[config.mk]
export PLATFORM = sky130hd
export DESIGN_NAME = mem_slot_arbiter
export DESIGN_NICKNAME = d
export VERILOG_FILES = /design/src/rtl/mem_pkg.sv /design/src/rtl/mem_rd_mux.sv /design/src/rtl/mem_slot_arbiter.sv
export SDC_FILE = /design/constraint.sdc
export NUM_CORES = 1
export LEC_CHECK = 0
export CORE_MARGIN = 10
export CORE_UTILIZATION = 28
export CTS_CLUSTER_DIAMETER = 120
export DETAILED_ROUTE_END_ITERATION = 16
export GPL_TIMING_DRIVEN = 0
export PLACE_DENSITY_LB_ADDON = 0.15
export RECOVER_POWER = 25
export SLEW_MARGIN = 20
export SYNTH_ARGS = -nofsm -noshare
export SYNTH_HDL_FRONTEND = slang
export SYNTH_HIERARCHICAL = 1
export SYNTH_SLANG_ARGS = --single-unit
[constraint.sdc]
create_clock -name mem_phi -period 3.02 [get_ports mem_phi]
set_clock_uncertainty 0.2 [all_clocks]
set_input_delay 0.604 -clock mem_phi [delete_from_list [all_inputs] [get_ports mem_phi]]
set_output_delay 0.604 -clock mem_phi [all_outputs]
set_load 0.02 [all_outputs]
[src/rtl/mem_pkg.sv]
// Shared types and helpers for the CPU/video memory slot arbiter.
package mem_pkg;

  localparam logic [15:0] ROM_BASE_DFLT = 16'hB000;

  typedef enum logic [1:0] {S_VA, S_VD, S_CA, S_CD} slot_state_t;

  typedef enum logic [1:0] {OwnIdle, OwnVid, OwnCpu} slot_owner_t;

  // Addresses at or above the ROM base decode to ROM.
  function automatic logic is_rom(input logic [15:0] adr, input logic [15:0] base);
    return adr >= base;
  endfunction

endpackage

[src/rtl/mem_rd_mux.sv]
// RAM/ROM read-data select, driven by the region bit latched at slot issue.
module mem_rd_mux #(
  parameter int unsigned DAT_W = 8
) (
  input  logic             rom_sel,
  input  logic [DAT_W-1:0] ram_dat,
  input  logic [DAT_W-1:0] rom_dat,
  output logic [DAT_W-1:0] rd_dat
);

  assign rd_dat = rom_sel ? rom_dat : ram_dat;

endmodule

[src/rtl/mem_slot_arbiter.sv]
// Four-slot time-division scheduler sharing one memory bus between CPU and video.
// Define MEM_SLOT_STEAL_EN to let the CPU take the video slot pair when video is idle.
module mem_slot_arbiter
  import mem_pkg::*;
#(
  parameter int unsigned      ADR_W    = 16,
  parameter int unsigned      DAT_W    = 8,
  parameter logic [ADR_W-1:0] ROM_BASE = ROM_BASE_DFLT
) (
  input  logic             mem_phi,
  input  logic             rst,
  input  logic             cpu_req,
  input  logic             cpu_we,
  input  logic [ADR_W-1:0] cpu_adr,
  input  logic [DAT_W-1:0] cpu_dbo,
  output logic             cpu_ack,
  output logic [DAT_W-1:0] cpu_dbi,
  input  logic             vid_req,
  input  logic [ADR_W-1:0] vid_adr,
  output logic             vid_ack,
  output logic [DAT_W-1:0] vid_dbi,
  output logic [ADR_W-1:0] mem_adr,
  output logic [DAT_W-1:0] mem_dbo,
  output logic             ram_we,
  input  logic [DAT_W-1:0] ram_dbo,
  input  logic [DAT_W-1:0] rom_dbo,
  output logic             cpu_phi,
  output logic             vid_phi,
  output logic             rom_wr_err
);

  slot_state_t state_q, state_d;
  slot_owner_t own_q, own_d;
  logic             wr_q, wr_d;
  logic             rom_q, rom_d;
  logic [ADR_W-1:0] mem_adr_q, mem_adr_d;
  logic [DAT_W-1:0] mem_dbo_q, mem_dbo_d;
  logic [DAT_W-1:0] cpu_dbi_q, cpu_dbi_d;
  logic [DAT_W-1:0] vid_dbi_q, vid_dbi_d;
  logic             ram_we_q, ram_we_d;
  logic             cpu_ack_q, cpu_ack_d;
  logic             vid_ack_q, vid_ack_d;
  logic             rom_wr_err_q, rom_wr_err_d;
  logic             cpu_issue, vid_issue;
  logic [DAT_W-1:0] rd_dat;

  mem_rd_mux #(
    .DAT_W(DAT_W)
  ) u_rd_mux (
    .rom_sel(rom_q),
    .ram_dat(ram_dbo),
    .rom_dat(rom_dbo),
    .rd_dat (rd_dat)
  );

  // State register
  always_ff @(posedge mem_phi or posedge rst) begin
    if (rst) state_q <= S_VA;
    else     state_q <= state_d;
  end

  // Next state: the wheel advances unconditionally
  always_comb begin
    state_d = S_VA;
    unique case (state_q)
      S_VA:    state_d = S_VD;
      S_VD:    state_d = S_CA;
      S_CA:    state_d = S_CD;
      S_CD:    state_d = S_VA;
      default: state_d = S_VA;
    endcase
  end

  // Outputs decoded from state
  always_comb begin
    vid_phi = (state_q == S_VD);
    cpu_phi = (state_q == S_CD);
  end

  // Every edge leaving a data slot both retires the current owner and issues the next slot.
  always_comb begin
    own_d        = own_q;
    wr_d         = wr_q;
    rom_d        = rom_q;
    mem_adr_d    = mem_adr_q;
    mem_dbo_d    = mem_dbo_q;
    cpu_dbi_d    = cpu_dbi_q;
    vid_dbi_d    = vid_dbi_q;
    ram_we_d     = 1'b0;
    cpu_ack_d    = 1'b0;
    vid_ack_d    = 1'b0;
    rom_wr_err_d = 1'b0;
    cpu_issue    = 1'b0;
    vid_issue    = 1'b0;
    if (state_q == S_VD || state_q == S_CD) begin
      case (own_q)
        OwnVid: begin
          vid_ack_d = 1'b1;
          vid_dbi_d = rd_dat;
        end
        OwnCpu: begin
          cpu_ack_d = 1'b1;
          if (!wr_q) cpu_dbi_d = rd_dat;
          else       rom_wr_err_d = rom_q;
        end
        default: ;
      endcase
      own_d = OwnIdle;
      if (state_q == S_CD) begin
        if (vid_req) vid_issue = 1'b1;
`ifdef MEM_SLOT_STEAL_EN
        else if (cpu_req) cpu_issue = 1'b1;
`endif
      end else begin
        // A stolen CPU access retiring on this edge still counts as in flight.
        cpu_issue = cpu_req && (own_q != OwnCpu);
      end
      if (vid_issue) begin
        own_d     = OwnVid;
        wr_d      = 1'b0;
        rom_d     = is_rom(vid_adr, ROM_BASE);
        mem_adr_d = vid_adr;
      end else if (cpu_issue) begin
        own_d     = OwnCpu;
        wr_d      = cpu_we;
        rom_d     = is_rom(cpu_adr, ROM_BASE);
        mem_adr_d = cpu_adr;
        if (cpu_we && !is_rom(cpu_adr, ROM_BASE)) begin
          ram_we_d  = 1'b1;
          mem_dbo_d = cpu_dbo;
        end
      end
    end
  end

  always_ff @(posedge mem_phi or posedge rst) begin
    if (rst) begin
      own_q        <= OwnIdle;
      wr_q         <= 1'b0;
      rom_q        <= 1'b0;
      mem_adr_q    <= '0;
      mem_dbo_q    <= '0;
      cpu_dbi_q    <= '0;
      vid_dbi_q    <= '0;
      ram_we_q     <= 1'b0;
      cpu_ack_q    <= 1'b0;
      vid_ack_q    <= 1'b0;
      rom_wr_err_q <= 1'b0;
    end else begin
      own_q        <= own_d;
      wr_q         <= wr_d;
      rom_q        <= rom_d;
      mem_adr_q    <= mem_adr_d;
      mem_dbo_q    <= mem_dbo_d;
      cpu_dbi_q    <= cpu_dbi_d;
      vid_dbi_q    <= vid_dbi_d;
      ram_we_q     <= ram_we_d;
      cpu_ack_q    <= cpu_ack_d;
      vid_ack_q    <= vid_ack_d;
      rom_wr_err_q <= rom_wr_err_d;
    end
  end

  assign mem_adr    = mem_adr_q;
  assign mem_dbo    = mem_dbo_q;
  assign cpu_dbi    = cpu_dbi_q;
  assign vid_dbi    = vid_dbi_q;
  assign ram_we     = ram_we_q;
  assign cpu_ack    = cpu_ack_q;
  assign vid_ack    = vid_ack_q;
  assign rom_wr_err = rom_wr_err_q;

endmodule
==> flow_metrics.env, run 1 <==
export IMPL_critPathCaptureType="primary output"
export IMPL_worst_setup_path_start_kind="register"
export IMPL_setup_violations=0
export IMPL_synthArstFlopShare=1.000
export IMPL_r2r_start="state_q[0]$_DFF_PP0_"
export IMPL_clk_latency_ns=0.30
export IMPL_yosysTopAreaCell="dfrtp_1"
export IMPL_peakVddDrop_uv=177.7
export IMPL_hold_ws_ns=0.3076
export IMPL_grt_max_degree=33
export IMPL_maxCapViolCount=0
export IMPL_dieArea_sq_um=12360
export IMPL_p_total_uw=1734
export IMPL_wirelength_microns=5842
export IMPL_cts_root_buf="clkbuf_8"
export IMPL_ys_seq_area_frac=0.5376
export IMPL_vias=1619
export IMPL_syn_nets=221
export IMPL_fin_crit_ns=2.488
export IMPL_grt_pass1_wl_microns=9349
export IMPL_min_period_over_period=0.8239
export IMPL_clkSinkCount=50
export IMPL_cts_tree="built"
export IMPL_power_leakage_uw=0.001546
export IMPL_post_route_cell_area_sq_um=3618
export IMPL_status="completed"
export IMPL_ctsResizeCount=0
export IMPL_dpl_hpwl_microns=4538
export IMPL_slew_headroom=0.4641
export IMPL_core_area_sq_um=8134
export IMPL_dr_pass1_iters=4
export IMPL_hold_violations=0
export IMPL_grtUsageTotal=0.09075
export IMPL_htree_levels=2
export IMPL_yosysMostFrequentCell="dfrtp_1"
export IMPL_worst_pin_slew_ns=0.8039
export IMPL_post_cts_setup_buffers=0
export IMPL_routabilityCongestion=0.6805
export IMPL_via_per_inst=4.294
export IMPL_rsz0062_at_grt="no"
export IMPL_grt_use_met3=0.05465
export IMPL_hold_path_class="register to register"
export IMPL_critPathRequiredTime_ns=2.22
export IMPL_overflow=0
export IMPL_routedWlPerCell_microns=15.50
export IMPL_power_density_nw_per_um2=479.2
export IMPL_netlist_cell_type_count=23
export IMPL_r2r_setup_slack_ns=0.80
export IMPL_worst_r2r_endpoint="mem_adr[14]$_DFFE_PP0P_"
export IMPL_drtAntennaViolNets=0
export IMPL_drt_iter0_markers=69
export IMPL_fillCellCount=753
export IMPL_cts_hold_repair_buffers=0
export IMPL_port_buffers=106
export IMPL_timing_critical_path_from="state_q[1]$_DFF_PP0_"
export IMPL_start_util=0.2861
export IMPL_boundaryPins=107
export IMPL_cts_made_buffers=5
export IMPL_syn_avg_cell_area_sq_um=14.92
export IMPL_place_area_sq_um=3540
export IMPL_worst_setup_path_type="register to primary output"
export IMPL_ys_warn_count=6
export IMPL_std_cell_rows=33
export IMPL_clockBufferDepth=2
export IMPL_grt_use_met2=0.1305
export IMPL_met1_usage=0.1126
export IMPL_finalMaxSlewViolations=0
export IMPL_fp_dieH_microns=111.2
export IMPL_die_w_microns=111.2
export IMPL_clk_pin_slew_ns=0.09
export IMPL_synth_commonest_cells="50 x dfrtp_1, 47 x mux2_2, 17 x mux2_4"
export IMPL_drc=0
export IMPL_crit_end="vid_phi"
export IMPL_seqCellArea_sq_um=1251
export IMPL_grt_pass1_vias=1790
export IMPL_synth_top_cell_area_share=0.5376
export IMPL_final_layout_size_suffix_gt1_frac=0.3026
export IMPL_fmax_mhz=401.9
export IMPL_synth_edf_count=0
export IMPL_worstPathMaxFanout=6
export IMPL_layout_nets=335
export IMPL_syn2layout_area_growth_pct=55.48
export IMPL_synth_area_leaders="dfrtp_1 54%, mux2_2 23%, mux2_4 11%"
export IMPL_antenna_found_initial=1
export IMPL_arrival_ns=1.68
export IMPL_multi_input_area_sq_um=979.7
export IMPL_busiest_layer="met2"
export IMPL_syn_area_sq_um=2327
export IMPL_ys_flop_type="dfrtp_1"
export IMPL_synth_cells=156
export IMPL_ys_ff_latch=50
export IMPL_worst_r2r_path_depth=6
-- how the worst min path moves through the flow --
stage	startpoint	endpoint	slack, ns	depth (start not counted)
final	cpu_dbi[1]$_DFFE_PP0P_	cpu_dbi[1]$_DFFE_PP0P_	0.31	1
after global routing	cpu_dbi[2]$_DFFE_PP0P_	cpu_dbi[2]$_DFFE_PP0P_	0.32	1
after floorplan	own_q[0]$_DFFE_PP0N_	own_q[0]$_DFFE_PP0N_	0.25	2
after detailed placement	own_q[0]$_DFFE_PP0N_	own_q[0]$_DFFE_PP0N_	0.29	2
after CTS	cpu_dbi[2]$_DFFE_PP0P_	cpu_dbi[2]$_DFFE_PP0P_	0.31	1
after global placement	own_q[0]$_DFFE_PP0N_	own_q[0]$_DFFE_PP0N_	0.28	2
-- logic make-up after synthesis --
| group | Yosys count | share of synthesized area |
|---|---|---|
| mux | 64 | 0.3371 |
| flops | 50 | 0.5376 |
| simple gates | 16 | 0.03872 |
| buf+inv | 14 | 0.04140 |
| compound gates | 8 | 0.02365 |
| fa+ha+maj | 4 | 0.02151 |
-- critical path: stages (launching register included) --
cell and delay, ns:
dfrtp_1 0.41, inv_1 0.08, ha_1 0.25, clkdlybuf4s50_1 0.65
-- routing by layer --
metal  up-vias  routed length (microns)
met5         -                        0
met4         0                       46
met3         5                      669
met2        74                     2493
met1       764                     2632
li1        776                        -
-- final cells by class --
class | instances | share of cell area
clock inverter | 1 | 0.001383
antenna | 1 | 0.0006916
buffer | 8 | 0.02040
tap | 105 | 0.03631
sequential | 50 | 0.3458
inverter | 6 | 0.006224
multi-input combinational | 92 | 0.2707
clock buffer | 7 | 0.02386
timing repair buffer | 107 | 0.2946
-- power breakdown --
part,switching [uW],internal (uW)
Combinational,221,318
Clock,213,185
Sequential,41.5,755
Total,475,1260
-- registers in the layout, indices dropped and copies added (netlist names), 2 cells and up --
register  cells
cpu_dbi       8
mem_adr      16
mem_dbo       8
own_q         2
state_q       2
vid_dbi       8
-- placed cells by master, fill, tap and decap left out, drive strengths merged --
| cell | instances |
|---|---|
| a21oi | 3 |
| a41o | 1 |
| and2 | 1 |
| and3 | 1 |
| and3b | 1 |
| buf | 8 |
| clkbuf | 8 |
| clkdlybuf4s50 | 104 |
| clkinv | 1 |
| dfrtp | 50 |
| diode | 1 |
| dlygate4sd3 | 2 |
| ha | 4 |
| inv | 6 |
| mux2 | 64 |
| nand2 | 3 |
| nand2b | 2 |
| nand3 | 3 |
| nor2 | 2 |
| nor3b | 1 |
| o2111a | 1 |
| o21ai | 2 |
| o32ai | 1 |
| or2 | 1 |
| or3 | 1 |
-- stage by stage --
step	TNS, ns	setup WS [ns]	std cells	util
6_report	0	0.5319	377	0.4449
5_1_grt	0	0.3634	377	0.4449
4_1_cts	0	0.4825	376	0.4464
3_5_place_dp	0	0.3835	368	0.4352
3_3_place_gp	-4.083	-0.08501	367	0.4327
2_1_floorplan	0	0.8639	156	-
Power figures use the tool's default switching activity.
==> inputs of run 2 (changes only) <==
Clock period 3.02 ns to 2.1 ns, I/O delays scaled along.
==> run 2 against run 1 <==
  * Clock power is 41% higher
  * Global-route usage is 0.11 points higher
  * Final area is 1.7% higher
  * Total power is 44% higher
  * Final cell count is 0.27% higher
==> flow_metrics.env, run 2 (synthesized netlist as in run 1, its figures left out) <==
export IMPL_status="completed"
export IMPL_worst_pin_slew_ns=1.044
export IMPL_seq_power_share=0.460
export IMPL_hold_path_class="register to register"
export IMPL_dpl_hpwl_microns=4505
export IMPL_cts_tree="built"
export IMPL_via_per_inst=4.325
export IMPL_final_cell_mix="103 x clkdlybuf4s50_1, 50 x dfrtp_1, 47 x mux2_2, 17 x mux2_4"
export IMPL_fp_dieH_microns=111.2
export IMPL_antenna_found_initial=0
export IMPL_routabilityCongestion=0.6597
export IMPL_peakVddDrop_uv=295.0
export IMPL_boundaryPins=107
export IMPL_cts_hold_repair_buffers=0
export IMPL_p_switching_uw=708.8
export IMPL_timing_critical_path_from="state_q[0]$_DFF_PP0_"
export IMPL_clkSinkCount=50
export IMPL_syn2layout_area_growth_pct=58.17
export IMPL_drt_iter0_markers=40
export IMPL_htree_levels=2
export IMPL_vias=1635
export IMPL_worst_setup_path_start_kind="register"
export IMPL_r2r_start="state_q[0]$_DFF_PP0_"
export IMPL_fmax_mhz=488.3
export IMPL_largest_register_ffs=16
export IMPL_grtUsageTotal=0.09180
export IMPL_layout_cells_non_filler=378
export IMPL_clockBufferDepth=2
export IMPL_grt_pass1_wl_microns=9528
export IMPL_critPathRequiredTime_ns=2.09
export IMPL_p_total_uw=2491
export IMPL_critPathCaptureType="register"
export IMPL_min_period_over_period=0.9752
export IMPL_power_frac_comb=0.314
export IMPL_final_layout_size_suffix_gt1_frac=0.3260
export IMPL_power_density_nw_per_um2=676.8
export IMPL_die_w_microns=111.2
export IMPL_worstPathMaxFanout=10
export IMPL_cts_made_buffers=5
export IMPL_cts_root_buf="clkbuf_8"
export IMPL_dp_cells=367
export IMPL_rsz0062_at_grt="yes"
export IMPL_hold_violations=0
export IMPL_finalMaxSlewViolations=0
export IMPL_arrival_ns=2.03
export IMPL_maxCapViolCount=0
export IMPL_dieArea_sq_um=12360
export IMPL_routedWlPerCell_microns=15.47
export IMPL_p_int_uw=1783
export IMPL_final_common_cell="clkdlybuf4s50_1"
export IMPL_start_util=0.2861
export IMPL_clk_pin_slew_ns=0.09
export IMPL_utilization=0.4525
export IMPL_num_antenna_cells=0
export IMPL_p_clk_frac=0.226
export IMPL_dr_pass1_iters=4
export IMPL_power_leakage_uw=0.001563
export IMPL_drtAntennaViolNets=0
export IMPL_layout_nets=337
export IMPL_tns_ns=0
export IMPL_drc=0
export IMPL_slew_headroom=0.3031
export IMPL_core_area_sq_um=8134
export IMPL_switching_share=0.2845
export IMPL_fin_crit_ns=2.048
export IMPL_clk_latency_ns=0.30
export IMPL_overflow=0
export IMPL_fillCellCount=749
export IMPL_setup_violations=0
export IMPL_grt_max_degree=51
export IMPL_grt_pass1_vias=1765
export IMPL_worst_setup_path_type="register to register"
export IMPL_port_buffers=106
export IMPL_wirelength_microns=5846
export IMPL_hp_start="own_q[0]$_DFFE_PP0N_"
export IMPL_std_cell_rows=33
run 2: cell types whose count changed in the layout (fill, tap and decap cells not counted), sizes merged:
cell	before	now
dlygate4sd3	2	1
clkbuf	8	6
clkinv	1	2
dlygate4sd2	0	2
clkinvlp	0	1
buf	8	10
diode	1	0
clkdlybuf4s50	104	103
run 2: critical path, stage by stage, from the launching register on:
cell and delay [ns]:
dfrtp_1 0.46, ha_4 0.22, and2_4 0.14, buf_6 0.14
a41o_1 0.21, buf_6 0.13, buf_12 0.14, mux2_4 0.29
run 2: path summary, 6_finish.rpt:
kind                                           to  slack (ns)  cells after the start
setup / recovery           mem_adr[7]$_DFFE_PP0P_        0.05                      7
hold / removal               own_q[0]$_DFFE_PP0N_        0.30                      2
setup reg to reg           mem_adr[7]$_DFFE_PP0P_        0.05                      7
hold reg to reg              own_q[0]$_DFFE_PP0N_        0.30                      2
max in group asynchronous  mem_adr[6]$_DFFE_PP0P_        0.43                      2
min in group asynchronous        ram_we$_DFF_PP0_        0.62                      2
run 2: metal layers:
metal / global-route usage / up-vias / share of wire
met5: 0 / - / 0
met4: 0.01542 / 0 / 0.0070
met2: 0.1372 / 72 / 0.43
met3: 0.05087 / 4 / 0.11
met1: 0.1143 / 774 / 0.45
li1: - / 785 / -
run 2: repair_timing:
| item | in CTS | in global routing |
|---|---|---|
| endpoints found under the setup margin | 10 | 35 |
| resized for setup | 3 | 8 |
| setup buffers | 0 | 3 |
run 2: power by group through the flow:
stage | logic [uW] | registers, uW | clock network (uW)
final | 783 | 1150 | 563
after global placement | 789 | 1160 | 0
after detailed placement | 792 | 1170 | 0
after global routing | 828 | 1160 | 638
after CTS | 794 | 1150 | 596
after floorplan | 224 | 1320 | 0
run 2: layout make-up:
type	instances	area, sq um	area share
Tap cell	105	131.4	0.03569
Sequential cell	50	1251	0.3399
Timing Repair Buffer	109	1094	0.2971
Multi-Input combinational cell	92	1007	0.2736
Clock inverter	3	21.27	0.005778
Inverter	6	22.52	0.006118
Clock buffer	5	68.82	0.01869
Buffer	8	85.08	0.02311
run 2: per-stage QoR:
stage / instance area (sq um) / setup slack (ns) / hold WS (ns)
global route: 3681 / -0.04186 / 0.3267
floorplan: 2330 / 0.05360 / 0.2509
CTS: 3615 / -0.008539 / 0.3080
global placement: 3522 / -0.8216 / 0.2797
finish: 3681 / 0.05213 / 0.2968
detailed placement: 3525 / -0.3303 / 0.2843
